## src/rtl/pipe_divider.sv

```systemverilog
// Iterative 32-bit restoring divider (DIV/DIVU) feeding the write-back stage.
// One quotient bit per cycle; results, busy and done are all registered.
module pipe_divider (
  input  logic        clk,
  input  logic        reset,
  input  logic        start,
  input  logic        sign,
  input  logic [31:0] a,
  input  logic [31:0] b,
  input  logic        cancel,
  output logic        busy,
  output logic        done,
  output logic        dz,
  output logic [31:0] q,
  output logic [31:0] r
);

  localparam int unsigned W  = 32;
  localparam int unsigned CW = 5;

  typedef enum logic [1:0] {IDLE, RUN, DONE} state_t;

  state_t          state, state_next;
  logic            load, step, finish;

  logic [CW-1:0]   count;
  logic [W-1:0]    dvd, dvs, rem, a_orig;
  logic            sgn, neg_q, neg_r, zero;

  logic [W:0]      rem_sh;
  logic            qbit;
  logic [W-1:0]    rem_next, dvd_next, q_fin, r_fin, a_mag, b_mag;

  // Next-state decode; cancel beats start, and a start during RUN is ignored.
  always_comb begin
    state_next = state;
    load       = 1'b0;
    step       = 1'b0;
    finish     = 1'b0;
    case (state)
      IDLE: begin
        if (start && !cancel) begin
          state_next = RUN;
          load       = 1'b1;
        end
      end
      RUN: begin
        if (cancel) begin
          state_next = IDLE;
        end else begin
          step = 1'b1;
          if (count == CW'(W - 1)) begin
            state_next = DONE;
            finish     = 1'b1;
          end
        end
      end
      DONE: begin
        state_next = IDLE;
        if (start && !cancel) begin
          state_next = RUN;
          load       = 1'b1;
        end
      end
      default: state_next = IDLE;
    endcase
  end

  always_ff @(posedge clk) begin
    if (reset) begin
      state <= IDLE;
      busy  <= 1'b0;
      done  <= 1'b0;
    end else begin
      state <= state_next;
      busy  <= (state_next == RUN);
      done  <= (state_next == DONE);
    end
  end

  // One restoring step; the final step's result is also used for q/r directly.
  always_comb begin
    rem_sh   = {rem, dvd[W-1]};
    qbit     = (rem_sh >= {1'b0, dvs});
    rem_next = qbit ? (rem_sh[W-1:0] - dvs) : rem_sh[W-1:0];
    dvd_next = {dvd[W-2:0], qbit};
    a_mag    = (sign && a[W-1]) ? (W'(0) - a) : a;
    b_mag    = (sign && b[W-1]) ? (W'(0) - b) : b;
    q_fin    = dvd_next;
    r_fin    = rem_next;
    if (zero) begin
      q_fin = '1;
      r_fin = a_orig;
    end else if (sgn) begin
      if (neg_q) q_fin = W'(0) - dvd_next;
      if (neg_r) r_fin = W'(0) - rem_next;
    end
  end

  always_ff @(posedge clk) begin
    if (reset) begin
      count  <= '0;
      dvd    <= '0;
      dvs    <= '0;
      rem    <= '0;
      a_orig <= '0;
      sgn    <= 1'b0;
      neg_q  <= 1'b0;
      neg_r  <= 1'b0;
      zero   <= 1'b0;
      q      <= '0;
      r      <= '0;
      dz     <= 1'b0;
    end else if (load) begin
      count  <= '0;
      dvd    <= a_mag;
      dvs    <= b_mag;
      rem    <= '0;
      a_orig <= a;
      sgn    <= sign;
      neg_q  <= a[W-1] ^ b[W-1];
      neg_r  <= a[W-1];
      zero   <= (b == '0);
    end else if (step) begin
      count <= count + CW'(1);
      dvd   <= dvd_next;
      rem   <= rem_next;
      if (finish) begin
        q  <= q_fin;
        r  <= r_fin;
        dz <= zero;
      end
    end
  end

endmodule
```

## config.mk

```make
export PLATFORM = sky130hd
export DESIGN_NAME = pipe_divider
export DESIGN_NICKNAME = d
export VERILOG_FILES = /design/src/rtl/pipe_divider.sv
export SDC_FILE = /design/constraint.sdc
export NUM_CORES = 1
export LEC_CHECK = 0
export BUFFER_PORTS_ARGS = -buffer_cell sky130_fd_sc_hd__buf_2
export CORE_MARGIN = 1
export CORE_UTILIZATION = 50
export CTS_CLUSTER_DIAMETER = 150
export CTS_CLUSTER_SIZE = 25
export DETAILED_ROUTE_END_ITERATION = 10
export PLACE_DENSITY = 0.72
export SYNTH_ARGS = -nofsm -noshare
export SYNTH_HDL_FRONTEND = slang
export SYNTH_SLANG_ARGS = --single-unit
```

## constraint.sdc

```tcl
create_clock -name clk -period 7.64 [get_ports clk]
set_clock_uncertainty 0.2 [all_clocks]
set_input_delay 0.764 -clock clk [delete_from_list [all_inputs] [get_ports clk]]
set_output_delay 0.764 -clock clk [all_outputs]
set_load 0.01 [all_outputs]
```

==> results.json <==
{
  "status": "finished clean",
  "cts_tree": "done",
  "synth_cell_types": 81,
  "tns_ns": 0,
  "path_cells": "inv_1 -> ha_1 -> nand2_1 -> o21ai_0 -> nand2_1 -> nand4_1 -> or3_4 -> mux2i_1 -> ha_1 -> or4b_4 -> o32ai_4 -> and3_1 -> a31oi_1 -> xor2_1 -> a211oi_2",
  "port_buffers": 135,
  "chipHeight_um": 165,
  "synth_area_um2": 13200,
  "cts_sinks": 205,
  "synthCells": 1766,
  "stdcell_area_um2": 14200,
  "clock_latency_ns": 0.50,
  "wl_per_cell_um": 20.4,
  "r2r-end": "r[26]$_SDFFE_PP0P_",
  "htreeDepth": 1,
  "wl_um": 43500,
  "io_pins": 136,
  "clockRootBuffer": "clkbuf_16",
  "grt_first_pass_wirelength_um": 66400,
  "cp.arrival_ns": 5.45,
  "p_per_area_nw_per_um2": 190,
  "timing.rr.start": "dvs[23]$_SDFFE_PP0P_",
  "place_area_um2": 13900,
  "cp.required_ns": 7.84,
  "pwr-share-comb": 0.318,
  "async_flop_share": 0,
  "die-area_um2": 27100,
  "grt-ovfl-total": 0,
  "max_cap_violations": 0,
  "hold_viol": 0,
  "synth_flop_cell": "dfxtp_1",
  "final_common_cell": "nand2_1",
  "cp_max_fo": 48,
  "final-setup-viol-count": 0,
  "coreArea_um2": 26000,
  "switchingPower_w": 0.000997,
  "p_int_w": 0.00171,
  "viasPerCell": 6.23,
  "start_kind": "flop",
  "path_class": "reg2reg",
  "slew_headroom": 0.317,
  "clkSlewWorstSetupHoldPaths_ns": 0.12,
  "grt_start_max_net_pins": 98,
  "end_kind": "flop",
  "crit_buf_inv": 1,
  "gp_congestion": 0.997,
  "rsz0062_at_grt": "no",
  "postSynthAreaPerCell_um2": 7.48,
  "worst_slew_pin_slew_ns": 1.02,
  "dpl.hpwl_um": 32300,
  "num_rows": 59,
  "drc": 0,
  "firstDrtPassIters": 8,
  "die_w_um": 165,
  "post_cts_buffers": 0,
  "track_usage": 0.316,
  "clock.fmax_mhz": 190,
  "drive_above_1_share": 0.105,
  "cts_resized": 0,
  "vdd_drop_max_mv": 0.124,
  "period_needed_ns": 5.25,
  "worstRegToRegCells": 15,
  "clockPowerShare": 0.258,
  "synth-edff-count": 0,
  "cp_slowest_stage_delay_ns": 0.61,
  "min_path_type": "reg2reg",
  "whs_path_depth": 2,
  "cp_slowest_cell": "or3_4",
  "final_antenna_net_count": 0,
  "antenna_found_initial": 1,
  "numCtsBuffers": 12,
  "drt_iter0_drc": 1475,
  "ys_seq_area_frac": 0.311,
  "leakage_nw": 5.27,
  "min-delay-start": "a_orig[7]$_SDFFE_PP0P_",
  "synth-warning-count": 0,
  "clk_path_buf_depth": 3,
  "initial_core_util": 0.508,
  "min_to": "a_orig[7]$_SDFFE_PP0P_",
  "syn_nets": 1874,
  "final_cell_mix": "245 x nand2_1, 237 x nor2_1, 204 x dfxtp_1, 141 x a21oi_1, 134 x buf_2",
  "cpLargestDelayFamily": "simple AND/OR/NAND/NOR gates",
  "cp.depth": 15,
  "fillers": 2527,
  "drv_slew": 0,
  "layout-area-overhead-vs-synth_pct": 7.77,
  "first_global_vias": 11700,
  "vias": 13300,
  "sw_frac_of_total": 0.368,
  "finalNetCount": 1909,
  "ys_seq_elements": 205,
  "reg2reg_slack_ns": 2.39,
  "timing.final.crit_share": 0.688,
  "p_seq_frac": 0.424,
  "hold_buffers": 0
}
## per-stage QoR
stage | utilization | cells | hold slack [ns] | total power [W] | setup WS, ns
after floorplan | - | 1766 | 0.231 | 0.00178 | 3.06
after global placement | 0.534 | 2122 | 0.238 | 0.00201 | 2.68
after detailed placement | 0.534 | 2122 | 0.243 | 0.00201 | 2.50
after CTS | 0.548 | 2136 | 0.257 | 0.00270 | 2.48
after global routing | 0.548 | 2136 | 0.279 | 0.00283 | 2.09
final | 0.548 | 2137 | 0.258 | 0.00271 | 2.39
## worst max path at each step
stage | slack [ns] | endpoint | start
final | 2.39 | r[26]$_SDFFE_PP0P_ | dvs[23]$_SDFFE_PP0P_
after global routing | 2.09 | r[26]$_SDFFE_PP0P_ | dvs[23]$_SDFFE_PP0P_
after CTS | 2.48 | r[26]$_SDFFE_PP0P_ | dvs[26]$_SDFFE_PP0P_
after detailed placement | 2.50 | r[26]$_SDFFE_PP0P_ | dvs[26]$_SDFFE_PP0P_
after global placement | 2.68 | r[26]$_SDFFE_PP0P_ | dvs[25]$_SDFFE_PP0P_
after floorplan | 3.06 | r[26]$_SDFFE_PP0P_ | dvs[14]$_SDFFE_PP0P_
## cells by family (layout without fill, tap and decap cells)
family | after synthesis | in the layout | synth area share
AND/OR/NAND/NOR | 705 | 705 | 0.242
AO/OA/AOI/OAI | 488 | 488 | 0.251
flip-flops | 205 | 205 | 0.311
buffers and inverters | 174 | 209 | 0.0530
XOR/XNOR | 129 | 129 | 0.0856
adder cells (fa/ha/maj) | 39 | 39 | 0.0375
multiplexers | 26 | 26 | 0.0198
other | 0 | 1 | 0
## layer usage
| metal | track usage | routed length, um | up-vias |
|---|---|---|---|
| li1 | - | - | 6386 |
| met1 | 0.466 | 20000 | 6325 |
| met2 | 0.487 | 18900 | 553 |
| met3 | 0.0507 | 3760 | 52 |
| met4 | 0.0563 | 763 | 0 |
| met5 | 0 | 0 | - |
## power groups by stage
stage	Sequential [W]	Combinational, W	Clock (W)
after floorplan	0.00115	0.000623	0
after global placement	0.00117	0.000835	0
after detailed placement	0.00117	0.000836	0
after CTS	0.00115	0.000842	0.000710
after global routing	0.00115	0.000934	0.000745
final	0.00115	0.000861	0.000698
## layout make-up
| cell class | instances | area, um2 | share of cell area |
|---|---|---|---|
| Antenna cell | 1 | 2.50 | 0.000176 |
| Clock buffer | 13 | 325 | 0.0229 |
| Clock inverter | 1 | 20.0 | 0.00141 |
| Inverter | 50 | 188 | 0.0132 |
| Multi-Input combinational cell | 1387 | 8420 | 0.592 |
| Sequential cell | 205 | 4110 | 0.288 |
| Tap cell | 335 | 419 | 0.0295 |
| Timing Repair Buffer | 145 | 753 | 0.0529 |
## registers in the layout (all words and copies together), names as in the netlist
register  count
a_orig       32
busy          1
count         5
done          1
dvd          32
dvs          32
dz            1
neg_q         1
q            32
r            32
rem          32
sgn           1
state         2
zero          1
## tightest hold or removal path: cells and delay by family (launching register included)
kind | cells | cell delay, ns
AND/OR/NAND/NOR | 1 | 0.05
AO/OA/AOI/OAI | 1 | 0.05
flip-flops | 1 | 0.32
## synthesized netlist by cell type, drive strengths merged, types with 14 or more instances
master	instances	share of area
xor2	65	0.043
a311oi	38	0.025
dfxtp	205	0.31
clkbuf	96	0.027
or3	22	0.011
and2	14	0.0066
nand2b	16	0.0076
o21ai	75	0.028
ha	38	0.036
nand4	25	0.013
o31ai	22	0.013
mux2i	25	0.019
nor4	25	0.012
and3	15	0.0071
nor3	44	0.017
buf	28	0.011
nand2	246	0.070
xnor2	64	0.042
a211oi	89	0.051
nand3	29	0.011
o22ai	15	0.0076
inv	50	0.014
nor2	238	0.068
a21oi	141	0.053
a31oi	21	0.0099
Note: power is estimated with default switching activity, not from simulation.
